[src/rtl/pwm_pkg.sv]
`default_nettype none
// ============================================================================
// Module      : pwm_pkg
// Description : ma drive-code constants and decoder FSM state encoding,
//               shared between the PWM driver and pwm_decoder.
// Revision    : 1.0
// ============================================================================
package pwm_pkg;

    localparam logic [1:0] MA_OFF = 2'b00;
    localparam logic [1:0] MA_FWD = 2'b01;
    localparam logic [1:0] MA_REV = 2'b10;
    localparam logic [1:0] MA_LOW = 2'b11;

    localparam logic [1:0] c_IDLE      = 2'd0;
    localparam logic [1:0] c_WAIT_EDGE = 2'd1;
    localparam logic [1:0] c_MEASURE   = 2'd2;
    localparam logic [1:0] c_STALL     = 2'd3;

    // Pulse is high only for the two driving codes; OFF and LOW both read as 0.
    function automatic logic code_pulse(input logic [1:0] code);
        return (code != MA_OFF) && (code != MA_LOW);
    endfunction

endpackage
`default_nettype wire

[src/rtl/pwm_decoder_if.sv]
`default_nettype none
// ============================================================================
// Module      : pwm_decoder_if
// Description : ma drive pair in, decoded measurement/status bundle out.
// Revision    : 1.0
// ============================================================================
interface pwm_decoder_if #(
    parameter int CNT_W = 16
);
    logic [1:0]       ma;
    logic             active;
    logic             direct;
    logic [CNT_W-1:0] period;
    logic [CNT_W-1:0] high_time;
    logic             meas_valid;
    logic             stall;
    logic             stall_lvl;

    modport master (
        output ma,
        input  active, direct, period, high_time, meas_valid, stall, stall_lvl
    );

    modport slave (
        input  ma,
        output active, direct, period, high_time, meas_valid, stall, stall_lvl
    );
endinterface
`default_nettype wire

[src/rtl/pwm_sync_deglitch.sv]
`default_nettype none
// ============================================================================
// Module      : pwm_sync_deglitch
// Description : 2-flop synchronizer for ma followed by a stability filter that
//               accepts a code after DEGLITCH identical synchronized samples.
// Revision    : 1.0
// ============================================================================
module pwm_sync_deglitch
    import pwm_pkg::*;
#(
    parameter int DEGLITCH = 2
) (
    input  wire logic       sclk,
    input  wire logic       s_rst,
    input  wire logic [1:0] ma,
    output logic      [1:0] code
);

    localparam logic [3:0] c_DG = 4'(DEGLITCH);

    logic [1:0] r_sync1;
    logic [1:0] r_sync2;
    logic [1:0] r_last;
    logic [1:0] r_code;
    logic [3:0] r_cnt;
    logic [3:0] w_cnt_nxt;

    // Run length of the current synchronized value, counting this sample.
    always_comb begin
        w_cnt_nxt = 4'd1;
        if (r_sync2 == r_last) begin
            w_cnt_nxt = (r_cnt == 4'hF) ? r_cnt : r_cnt + 4'd1;
        end
    end

    always_ff @(posedge sclk or posedge s_rst) begin
        if (s_rst) begin
            r_sync1 <= MA_OFF;
            r_sync2 <= MA_OFF;
            r_last  <= MA_OFF;
            r_code  <= MA_OFF;
            r_cnt   <= 4'd0;
        end else begin
            r_sync1 <= ma;
            r_sync2 <= r_sync1;
            r_last  <= r_sync2;
            r_cnt   <= w_cnt_nxt;
            if (w_cnt_nxt >= c_DG) begin
                r_code <= r_sync2;
            end
        end
    end

    assign code = r_code;

endmodule
`default_nettype wire

[src/rtl/pwm_decoder.sv]
`default_nettype none
// ============================================================================
// Module      : pwm_decoder
// Description : Recovers direction, period and high time from a motor drive
//               pair, with stall detection for static levels.
// Revision    : 1.0
// ============================================================================
module pwm_decoder
    import pwm_pkg::*;
#(
    parameter int CNT_W    = 16,
    parameter int DEGLITCH = 2,
    parameter int TIMEOUT  = 60000
) (
    input  wire logic  sclk,
    input  wire logic  s_rst,
    pwm_decoder_if.slave bus
);

    localparam logic [CNT_W-1:0] c_TIMEOUT = CNT_W'(TIMEOUT);
    localparam logic [CNT_W-1:0] c_ONE     = CNT_W'(1);

    logic [1:0]       w_code;
    logic             w_pulse;
    logic             w_rise;
    logic             w_dir;
    logic             w_dir_change;
    logic             w_start;
    logic             w_emit;
    logic [1:0]       w_state_nxt;
    logic [CNT_W-1:0] w_pcnt_inc;
    logic [CNT_W-1:0] w_hcnt_inc;

    logic [1:0]       r_state;
    logic             r_pulse_d;
    logic             r_dir_hold;
    logic [CNT_W-1:0] r_pcnt;
    logic [CNT_W-1:0] r_hcnt;
    logic [CNT_W-1:0] r_period;
    logic [CNT_W-1:0] r_high;
    logic             r_meas_valid;
    logic             r_stall_lvl;

    pwm_sync_deglitch #(
        .DEGLITCH (DEGLITCH)
    ) u_sync (
        .sclk  (sclk),
        .s_rst (s_rst),
        .ma    (bus.ma),
        .code  (w_code)
    );

    // Direction follows the driving codes at once and is held through LOW/OFF.
    assign w_pulse      = code_pulse(w_code);
    assign w_rise       = w_pulse & ~r_pulse_d;
    assign w_dir        = w_pulse ? (w_code == MA_FWD) : r_dir_hold;
    assign w_dir_change = w_pulse && ((w_code == MA_FWD) != r_dir_hold);
    assign w_pcnt_inc   = (&r_pcnt) ? r_pcnt : r_pcnt + c_ONE;
    assign w_hcnt_inc   = (&r_hcnt) ? r_hcnt : r_hcnt + c_ONE;

    always_comb begin
        w_state_nxt = r_state;
        case (r_state)
            c_IDLE: begin
                if (w_code != MA_OFF) w_state_nxt = c_WAIT_EDGE;
            end
            c_WAIT_EDGE: begin
                if (w_rise)                   w_state_nxt = c_MEASURE;
                else if (r_pcnt >= c_TIMEOUT) w_state_nxt = c_STALL;
            end
            c_MEASURE: begin
                if (w_dir_change)             w_state_nxt = c_WAIT_EDGE;
                else if (w_rise)              w_state_nxt = c_MEASURE;
                else if (r_pcnt >= c_TIMEOUT) w_state_nxt = c_STALL;
            end
            default: begin
                if (w_rise) w_state_nxt = c_MEASURE;
            end
        endcase
        if (w_code == MA_OFF) w_state_nxt = c_IDLE;
    end

    assign w_emit  = (r_state == c_MEASURE) && w_rise && !w_dir_change;
    assign w_start = w_rise && (w_state_nxt == c_MEASURE) && (r_state != c_IDLE);

    always_ff @(posedge sclk or posedge s_rst) begin
        if (s_rst) begin
            r_state      <= c_IDLE;
            r_pulse_d    <= 1'b0;
            r_dir_hold   <= 1'b0;
            r_pcnt       <= '0;
            r_hcnt       <= '0;
            r_period     <= '0;
            r_high       <= '0;
            r_meas_valid <= 1'b0;
            r_stall_lvl  <= 1'b0;
        end else begin
            r_state      <= w_state_nxt;
            r_pulse_d    <= w_pulse;
            r_dir_hold   <= w_dir;
            r_meas_valid <= w_emit;
            r_stall_lvl  <= (w_state_nxt == c_STALL) ? w_pulse : 1'b0;
            if (w_emit) begin
                r_period <= r_pcnt;
                r_high   <= r_hcnt;
            end
            // A discarded measurement restarts from zero just like IDLE.
            if ((w_state_nxt == c_IDLE) ||
                ((r_state == c_MEASURE) && (w_state_nxt == c_WAIT_EDGE))) begin
                r_pcnt <= '0;
                r_hcnt <= '0;
            end else if (w_start) begin
                r_pcnt <= c_ONE;
                r_hcnt <= c_ONE;
            end else if ((r_state == c_WAIT_EDGE) || (r_state == c_MEASURE)) begin
                r_pcnt <= w_pcnt_inc;
                if (w_pulse) r_hcnt <= w_hcnt_inc;
            end
        end
    end

    assign bus.active     = (w_code != MA_OFF);
    assign bus.direct     = w_dir;
    assign bus.period     = r_period;
    assign bus.high_time  = r_high;
    assign bus.meas_valid = r_meas_valid;
    assign bus.stall      = (r_state == c_STALL);
    assign bus.stall_lvl  = r_stall_lvl;

endmodule
`default_nettype wire

[src/flat_wrapper.sv]
// flat-port wrapper written by rule: the top's interface ports become plain ports
module pwm_decoder_flat import pwm_pkg::*;
#(
    parameter int CNT_W    = 16,
    parameter int DEGLITCH = 2,
    parameter int TIMEOUT  = 60000
)
  (sclk, s_rst, bus_ma, bus_active, bus_direct, bus_period, bus_high_time, bus_meas_valid, bus_stall, bus_stall_lvl);
  pwm_decoder_if #(.CNT_W(CNT_W)) bus_i ();
  input  wire logic sclk;
  input  wire logic s_rst;
  input wire logic [$bits(bus_i.ma)-1:0] bus_ma;
  output wire logic [$bits(bus_i.active)-1:0] bus_active;
  output wire logic [$bits(bus_i.direct)-1:0] bus_direct;
  output wire logic [$bits(bus_i.period)-1:0] bus_period;
  output wire logic [$bits(bus_i.high_time)-1:0] bus_high_time;
  output wire logic [$bits(bus_i.meas_valid)-1:0] bus_meas_valid;
  output wire logic [$bits(bus_i.stall)-1:0] bus_stall;
  output wire logic [$bits(bus_i.stall_lvl)-1:0] bus_stall_lvl;
  assign bus_i.ma = bus_ma;
  assign bus_active = bus_i.active;
  assign bus_direct = bus_i.direct;
  assign bus_period = bus_i.period;
  assign bus_high_time = bus_i.high_time;
  assign bus_meas_valid = bus_i.meas_valid;
  assign bus_stall = bus_i.stall;
  assign bus_stall_lvl = bus_i.stall_lvl;
  pwm_decoder #(.CNT_W(CNT_W), .DEGLITCH(DEGLITCH), .TIMEOUT(TIMEOUT)) u_core (.sclk(sclk), .s_rst(s_rst), .bus(bus_i));
endmodule
[config.mk]
export PLATFORM = sky130hd
export DESIGN_NAME = pwm_decoder_flat
export DESIGN_NICKNAME = d
export VERILOG_FILES = /design/src/rtl/pwm_pkg.sv /design/src/rtl/pwm_decoder_if.sv /design/src/rtl/pwm_sync_deglitch.sv /design/src/rtl/pwm_decoder.sv /design/src/flat_wrapper.sv
export SDC_FILE = /design/constraint.sdc
export NUM_CORES = 1
export LEC_CHECK = 0
export BUFFER_PORTS_ARGS = -buffer_cell sky130_fd_sc_hd__buf_4
export CAP_MARGIN = 40
export CORE_MARGIN = 2
export CORE_UTILIZATION = 45
export DETAILED_ROUTE_END_ITERATION = 12
export GPL_TIMING_DRIVEN = 0
export SYNTH_ARGS = -nofsm -noshare
export SYNTH_HDL_FRONTEND = slang
export SYNTH_SLANG_ARGS = --single-unit
[constraint.sdc]
create_clock -name sclk -period 3.05 [get_ports sclk]
set_input_delay 0.1525 -clock sclk [delete_from_list [all_inputs] [get_ports sclk]]
set_output_delay 0.1525 -clock sclk [all_outputs]
set_load 0.01 [all_outputs]
## Word-level counts from Yosys, hierarchy flattened

Index checks and enable logic that the tools add are counted.
W data, S select, Z words.

- Word-level logic and storage cells: 75
- Bits in registers: 82
- Output and inout port bits: 37

- Equality and inequality tests: 13
- Mux-type cells: 20
- $add $sub $neg: 3
- Bitwise logic cells: 2
- $lt $le $gt $ge: 2
- Reductions and logical operators: 21

Operator list:

| operator | count |
|---|---|
| $mux W16 | 9 |
| $add A16 B1 Y16 const B | 2 |
| $reduce_and A16 Y1 | 2 |
| $ge A16 B16 Y1 const B | 1 |
| $mux W2 | 6 |
| $eq A2 B2 Y1 const B | 4 |
| $mux W4 | 2 |
| $logic_and A1 B1 Y1 | 7 |
| $eq A2 B1 Y1 const B | 3 |
| $logic_not A2 Y1 | 3 |
| $ne A3 B2 Y1 const B | 2 |
| $pmux W2 S3 | 1 |
| $reduce_bool A3 Y1 | 2 |
| $add A4 B1 Y4 const B | 1 |
| $eq A4 B4 Y1 const B | 1 |
| $ge A4 B2 Y1 const B | 1 |
| $reduce_bool A2 Y1 | 2 |
| $reduce_and A3 Y1 | 1 |
| $eq A2 B2 Y1 | 1 |
| $logic_or A1 B1 Y1 | 2 |
| $mux W1 | 2 |
| $ne A2 B2 Y1 const B | 1 |
| $reduce_and A2 Y1 | 1 |
| $and A1 B1 Y1 | 1 |
| other kinds (3) | 3 |

## Depth between registers and ports, before layout

- Depth after elaboration: 12
- Depth in mapped cells: 8

## By module

A second synthesis with hierarchy kept.

- Cell total of the unflattened synthesis: 363
- Area, all modules: 4056.4 um^2

By module, submodules not included:

| module | cells an instance | area each (um^2) | instances | sequential area each (um^2) |
|---|---|---|---|---|
| pwm_decoder | 329 | 3577.2 | 1 | 1751.7 |
| pwm_sync_deglitch | 34 | 479.2 | 1 | 300.3 |

## Least setup slack after synthesis

Ideal clock, no wire load.

- Kind: reg-to-reg
- From: reg u_core.u_sync.r_code[0] (netlist: u_core.u_sync.code[0])
- To: reg u_core.r_hcnt[14]
- Buffers on the path: 1
- Required time: 2.964 ns
- Path slack: 1.056 ns
- Arrival time: 1.908 ns
- Stages on the path, launching flop included: 9
- Path through: dfrtp_1 > inv_1 > ha_1 > nor2b_1 > or3_1 > o31ai_2 > a31oi_1 > buf_2 > nor3_1

- Longest elaborated chain between the ends: 12
- Elaborated cells on any way between the ends: 27
- Those cells by class: eq/ne (6); mux (8); bitwise (1); reduce/logical (12)

RTL lines:

| what | RTL line | source |
|---|---|---|
| from (decl) | pwm_sync_deglitch.sv:24 | `logic [1:0] r_code;` |
| from (signal assigned) | pwm_sync_deglitch.sv:49 | `r_code <= r_sync2;` |
| $ne A2 B2 Y1 / $reduce_bool A2 Y1 (equally long branches) | pwm_pkg.sv:22 | `return (code != MA_OFF) && (code != MA_LOW);` |
| $logic_and A1 B1 Y1 * | pwm_pkg.sv:22 |  |
| via u_core.w_pulse | pwm_decoder.sv:24 | `logic w_pulse;` |
| $and A1 B1 Y1 | pwm_decoder.sv:55 | `assign w_rise = w_pulse & ~r_pulse_d;` |
| $mux W2 | pwm_decoder.sv:73 | `else if (w_rise) w_state_nxt = c_MEASURE;` |
| $mux W2 | pwm_decoder.sv:72 | `if (w_dir_change) w_state_nxt = c_WAIT_EDGE;` |
| $pmux W2 S3 | pwm_decoder.sv:63 | `case (r_state)` |
| $mux W2 | pwm_decoder.sv:80 | `if (w_code == MA_OFF) w_state_nxt = c_IDLE;` |
| $eq A2 B1 Y1 / $eq A2 B2 Y1 (equally long branches) | pwm_decoder.sv:109, pwm_decoder.sv:84 |  |
| $logic_and A1 B1 Y1 (on tied branches) | pwm_decoder.sv:109, pwm_decoder.sv:84 |  |
| $logic_or A1 B1 Y1 / $logic_and A1 B1 Y1 (equally long branches) | pwm_decoder.sv:108, pwm_decoder.sv:84 |  |
| $ne A3 B2 Y1 (no source line) (tied with other cells) | -- |  |
| $reduce_and A3 Y1 (no source line) / $mux W16 (equally long branches) | -- |  |
| to (signal assigned) | pwm_decoder.sv:114 | `r_hcnt <= c_ONE;` |
| to (signal assigned) | pwm_decoder.sv:117 | `if (w_pulse) r_hcnt <= w_hcnt_inc;` |
| to (decl) | pwm_decoder.sv:38 | `logic [CNT_W-1:0] r_hcnt;` |

The timed path passes the listed nets; every way through them passes the cells marked *.
A chain may end at the register's enable or synchronous reset.

## Final worst setup path

- From: reg u_core.u_sync.r_code[0] (netlist: u_core.u_sync.code[0])
- To: reg u_core.r_high[13] (netlist: u_core.bus.high_time[13])

- Longest elaborated chain between the ends: 5
- Elaborated cells on any way between the ends: 10
- Those cells by class: eq/ne (3); bitwise (1); reduce/logical (6)

RTL lines:

| what | RTL line | source |
|---|---|---|
| $ne A2 B2 Y1 / $reduce_bool A2 Y1 (equally long branches) | pwm_pkg.sv:22 |  |
| $logic_and A1 B1 Y1 * | pwm_pkg.sv:22 |  |
| via u_core.w_pulse | pwm_decoder.sv:24 |  |
| $and A1 B1 Y1 / $logic_and A1 B1 Y1 (equally long branches) | pwm_decoder.sv:55, pwm_decoder.sv:57 |  |
| $logic_and A1 B1 Y1 / $logic_not A1 Y1 (equally long branches) | pwm_decoder.sv:83 | `assign w_emit = (r_state == c_MEASURE) && w_rise && !w_dir_change;` |
| $logic_and A1 B1 Y1 * | pwm_decoder.sv:83 |  |
| to (signal assigned) | pwm_decoder.sv:105 | `r_high <= r_hcnt;` |
| to (decl) | pwm_decoder.sv:40 | `logic [CNT_W-1:0] r_high;` |

Marked as above.

==> Flow_metrics.wiki <==
{| class="wikitable"
! Metric !! Value
|-
| DR pass1 iterations || 4
|-
| Maximum number of pins on one net before global-route repair || 55
|-
| Post-synthesis area per instance || 11.5 µm²
|-
| Antenna violations before repair || 0
|-
| Combined area of all synthesized cells || 0.00382 mm²
|-
| Crit-path max cell delay || 0.41 ns
|-
| Largest family of logic cells by synthesized area || simple AND/OR/NAND/NOR gates
|-
| Via density per instance || 5.19
|-
| Capture point of the worst reg-to-reg path || u_core.bus.high_time[13]
|-
| Ratio of cells with drive above 1 in the final layout || 0.279
|-
| Starting utilization of the core area || 0.466
|-
| Startpoint type of the worst setup path || flop
|-
| HPWL reported at the end of detailed placement || 5010 µm
|-
| Distinct cell type count after synthesis || 44
|-
| Run status || completed
|-
| Synthesized flop and latch total || 82
|-
| Switching fraction of total power || 0.333
|-
| Setup crit start || u_core.u_sync.code[0]
|-
| Fin. Hold Viols || 0
|-
| TritonCTS Sinks || 82
|-
| Clock Latency Late Sink || 0.34 ns
|-
| Post-synthesis xor/xnor area fraction || 0.0733
|-
| Largest voltage drop on the vdd net || 0.253 mV
|-
| Required @ worst endpoint || 3.28 ns
|-
| Multiplexer area fraction after synthesis || 0.108
|-
| Total global routing track utilization || 0.173
|-
| Most used standard cells in the synthesized netlist || dfrtp_1 (82), nor2_1 (41), mux2_2 (35)
|-
| Final worst-path cycle share || 0.763
|-
| DRT iter0 DRCs || 87
|-
| WS Path Type || flop to flop
|-
| Measured slew at the worst slew-check pin || 0.675 ns
|-
| Syn_nets || 346
|-
| Worst hold path class || input pin to async pin
|-
| First-pass GRT wire length || 12300 µm
|-
| Power spent charging and discharging nets || 0.981 mW
|-
| Final worst path period need || 2.33 ns
|-
| Fin util || 0.551
|-
| Die outline area || 0.00925 mm²
|-
| PortBufs || 40
|-
| Setup TNS Final || 0 ns
|-
| Post-Synth Adder-Cell Area || 0.0327
|-
| Synthesized-area fraction occupied by and/or/nand/nor cells || 0.172
|-
| Clock skew after layout || 0.00651 ns
|-
| Critical path depth in cells || 7
|-
| Fmax || 0.430 GHz
|-
| Synthesis-to-finish area growth || 18.3%
|-
| Gp weighted congestion || 0.885
|-
| Fraction of the mapped netlist area in compound gates || 0.0451
|-
| Total buffers and inverters traversed by the critical path || 2
|-
| Final Max Slew Viols || 0
|-
| Setup repair after global routing missed its margin || false
|-
| Most frequent cell after synthesis || dfrtp_1
|-
| Internal power component || 1.96 mW
|-
| Part of the power in the clock network || 0.283
|-
| Synth top area share || 0.536
|-
| Post-synth top area cell || dfrtp_1
|-
| Number of vias after detailed routing || 2576
|-
| Top fanout value on the critical path || 10
|-
| Worst r2r path cells || 7
|-
| Number of global-route vias before repair || 2623
|-
| Clock tree from TritonCTS || yes
|-
| Origin of the critical flop-to-flop path || u_core.u_sync.code[0]
|-
| Net total in the final layout || 401
|-
| Clk slew on worst S/H paths || 0.08 ns
|-
| Level count of the clock H-tree || 3
|-
| Ant. Diodes || 0
|-
| Biggest area contributors in the synthesized netlist || dfrtp_1 (54%), mux2_2 (10%), xnor2_1 (4.6%)
|-
| Max-cap violations || 0
|-
| EDFF count, synth || 0
|-
| Number of setup violations in the final report || 0
|-
| Core region area || 0.00822 mm²
|-
| Rel. slew slack || 0.546
|-
| Portion of total power attributed to sequential cells || 0.419
|-
| Proportion of register bits with asynchronous set or reset after synthesis || 1.00
|-
| Residual DRC count || 0
|-
| Primary flip-flop cell chosen by synthesis mapping || dfrtp_1
|-
| Leakage power summed over all cells || 2.14 nW
|-
| R2R setup slack || 0.72 ns
|-
| Arrival time worst endpoint || 2.56 ns
|-
| Critical path endpoint category || flop
|-
| Chip Height || 96.2 µm
|-
| Cts bufs inserted || 9
|-
| Post-detailed-route wirelength per cell || 14.4 µm
|-
| Cell chain of the critical path || inv_1 -> ha_1 -> nor2b_1 -> nand2_1 -> nor2_1 -> buf_2 -> mux2_2
|-
| Count of synthesis-stage warnings from yosys || 0
|-
| Sequential area share after synthesis || 0.536
|-
| Global-route congestion overflow total || 0
|-
| Die X-Extent || 96.2 µm
|-
| Quantity of gates resized following cts || 0
|-
| Share of power burned in combinational logic || 0.298
|-
| Site row count || 33
|-
| Final antenna-violating net count || 0
|-
| Number of ports placed on the die boundary || 41
|-
| Detailed-route wire length || 7150 µm
|-
| Power per standard cell area || 650 mW/mm²
|-
| Largest delay contributor family on the critical path || simple AND/OR/NAND/NOR gates
|-
| Root buf cell || clkbuf_8
|-
| Post-CTS setup repair buffer count || 0
|-
| Slowest stage cell on the critical path || ha_1
|-
| Number of buffers on the longest clock path || 2
|-
| Gate count after technology mapping || 332
|}
==> power groups by stage <==
stage               clock, mW  combinational [mW]  sequential, mW
global placement            0               0.869            1.25
finish                  0.833               0.877            1.23
detailed placement          0               0.887            1.25
floorplan                   0               0.630            1.25
CTS                     0.859               0.895            1.23
global route            0.906               0.993            1.24
==> metal layers <==
metal  part of all wire  vias up  global-route usage  wire length (µm)
met5                  0        -                   0                 0
met4              0.016        0              0.0798               114
met3              0.030        9              0.0305               215
met2               0.45       34               0.270              3240
met1               0.50     1260               0.236              3580
li1                   -     1273                   -                 -
==> metrics by stage <==
stage	hold WS (ns)	instances	area, µm²	power, mW	worst slack, ns
detailed placement	0.175	478	4290	2.14	0.694
floorplan	0.184	332	3820	1.88	0.789
finish	0.347	496	4520	2.94	0.724
global route	0.361	496	4520	3.14	0.530
CTS	0.345	496	4520	2.99	0.667
global placement	0.262	477	4260	2.12	-0.223
==> placed cells by master, fill, tap and decap left out, types with 2 or more instances in the layout <==
master	count
mux2_2	35
nor2b_1	2
clkbuf_8	9
a31oi_1	5
nor3b_1	2
nor3_1	12
bufinv_16	2
buf_6	2
nand4_1	8
nor4_1	8
nand3_1	20
nand2_1	12
buf_4	41
a21oi_1	4
or3_1	3
xor2_1	12
nand4_4	2
xnor2_1	20
clkinvlp_4	2
mux2i_1	2
buf_2	7
clkbuf_1	2
and3_1	5
dlygate4sd3_1	3
nor2_1	41
and2_1	3
dfrtp_1	82
inv_1	13
ha_1	10
==> repair_timing <==
action / 4_1_cts / 5_1_grt
hold endpoints to repair: 30 / 0
setup endpoints to repair: 0 / 0
hold buffers: 3 / 0
==> area by class of cell <==
type | count | area, µm²
Multi-Input combinational cell | 225 | 1650
Sequential cell | 82 | 2050
Buffer | 11 | 68.8
Fill cell | 708 | 3690
Tap cell | 105 | 131
Clock inverter | 5 | 80.1
Timing Repair Buffer | 44 | 358
Inverter | 14 | 55.1
Clock buffer | 10 | 128
==> sequential cells by signal, summed over array words and instances (netlist names) <==
register               flops
u_core.bus.high_time      16
u_core.bus.meas_valid      1
u_core.bus.period         16
u_core.bus.stall_lvl       1
u_core.r_dir_hold          1
u_core.r_hcnt             16
u_core.r_pcnt             16
u_core.r_pulse_d           1
u_core.r_state             2
u_core.u_sync.code         2
u_core.u_sync.r_cnt        4
u_core.u_sync.r_last       2
u_core.u_sync.r_sync1      2
u_core.u_sync.r_sync2      2
==> worst reg2reg max path: cells and delay by family (launching register included) <==
kind,cells,cell delay [ns]
buffers and inverters,2,0.40
muxes,1,0.37
DFF,1,0.38
adders and majority gates,1,0.41
and+or+nand+nor,3,0.65
==> worst max-delay path by stage <==
stage,endpoint,slack (ns)
floorplan,u_core.bus.high_time[0],0.79
global placement,u_core.bus.period[7],-0.22
detailed placement,u_core.bus.period[6],0.69
CTS,u_core.bus.period[6],0.67
global route,u_core.bus.period[7],0.53
finish,u_core.bus.high_time[13],0.72
==> logic make-up (layout without fill, tap and decap cells) <==
logic type / Yosys count / after routing
AND/OR/NAND/NOR: 124 / 124
flip-flops: 82 / 82
multiplexers: 37 / 37
XOR/XNOR: 32 / 32
buffers and inverters: 25 / 84
AO/OA/AOI/OAI: 22 / 22
adder cells (fa/ha/maj): 10 / 10
(Power assumes the default switching activity.)
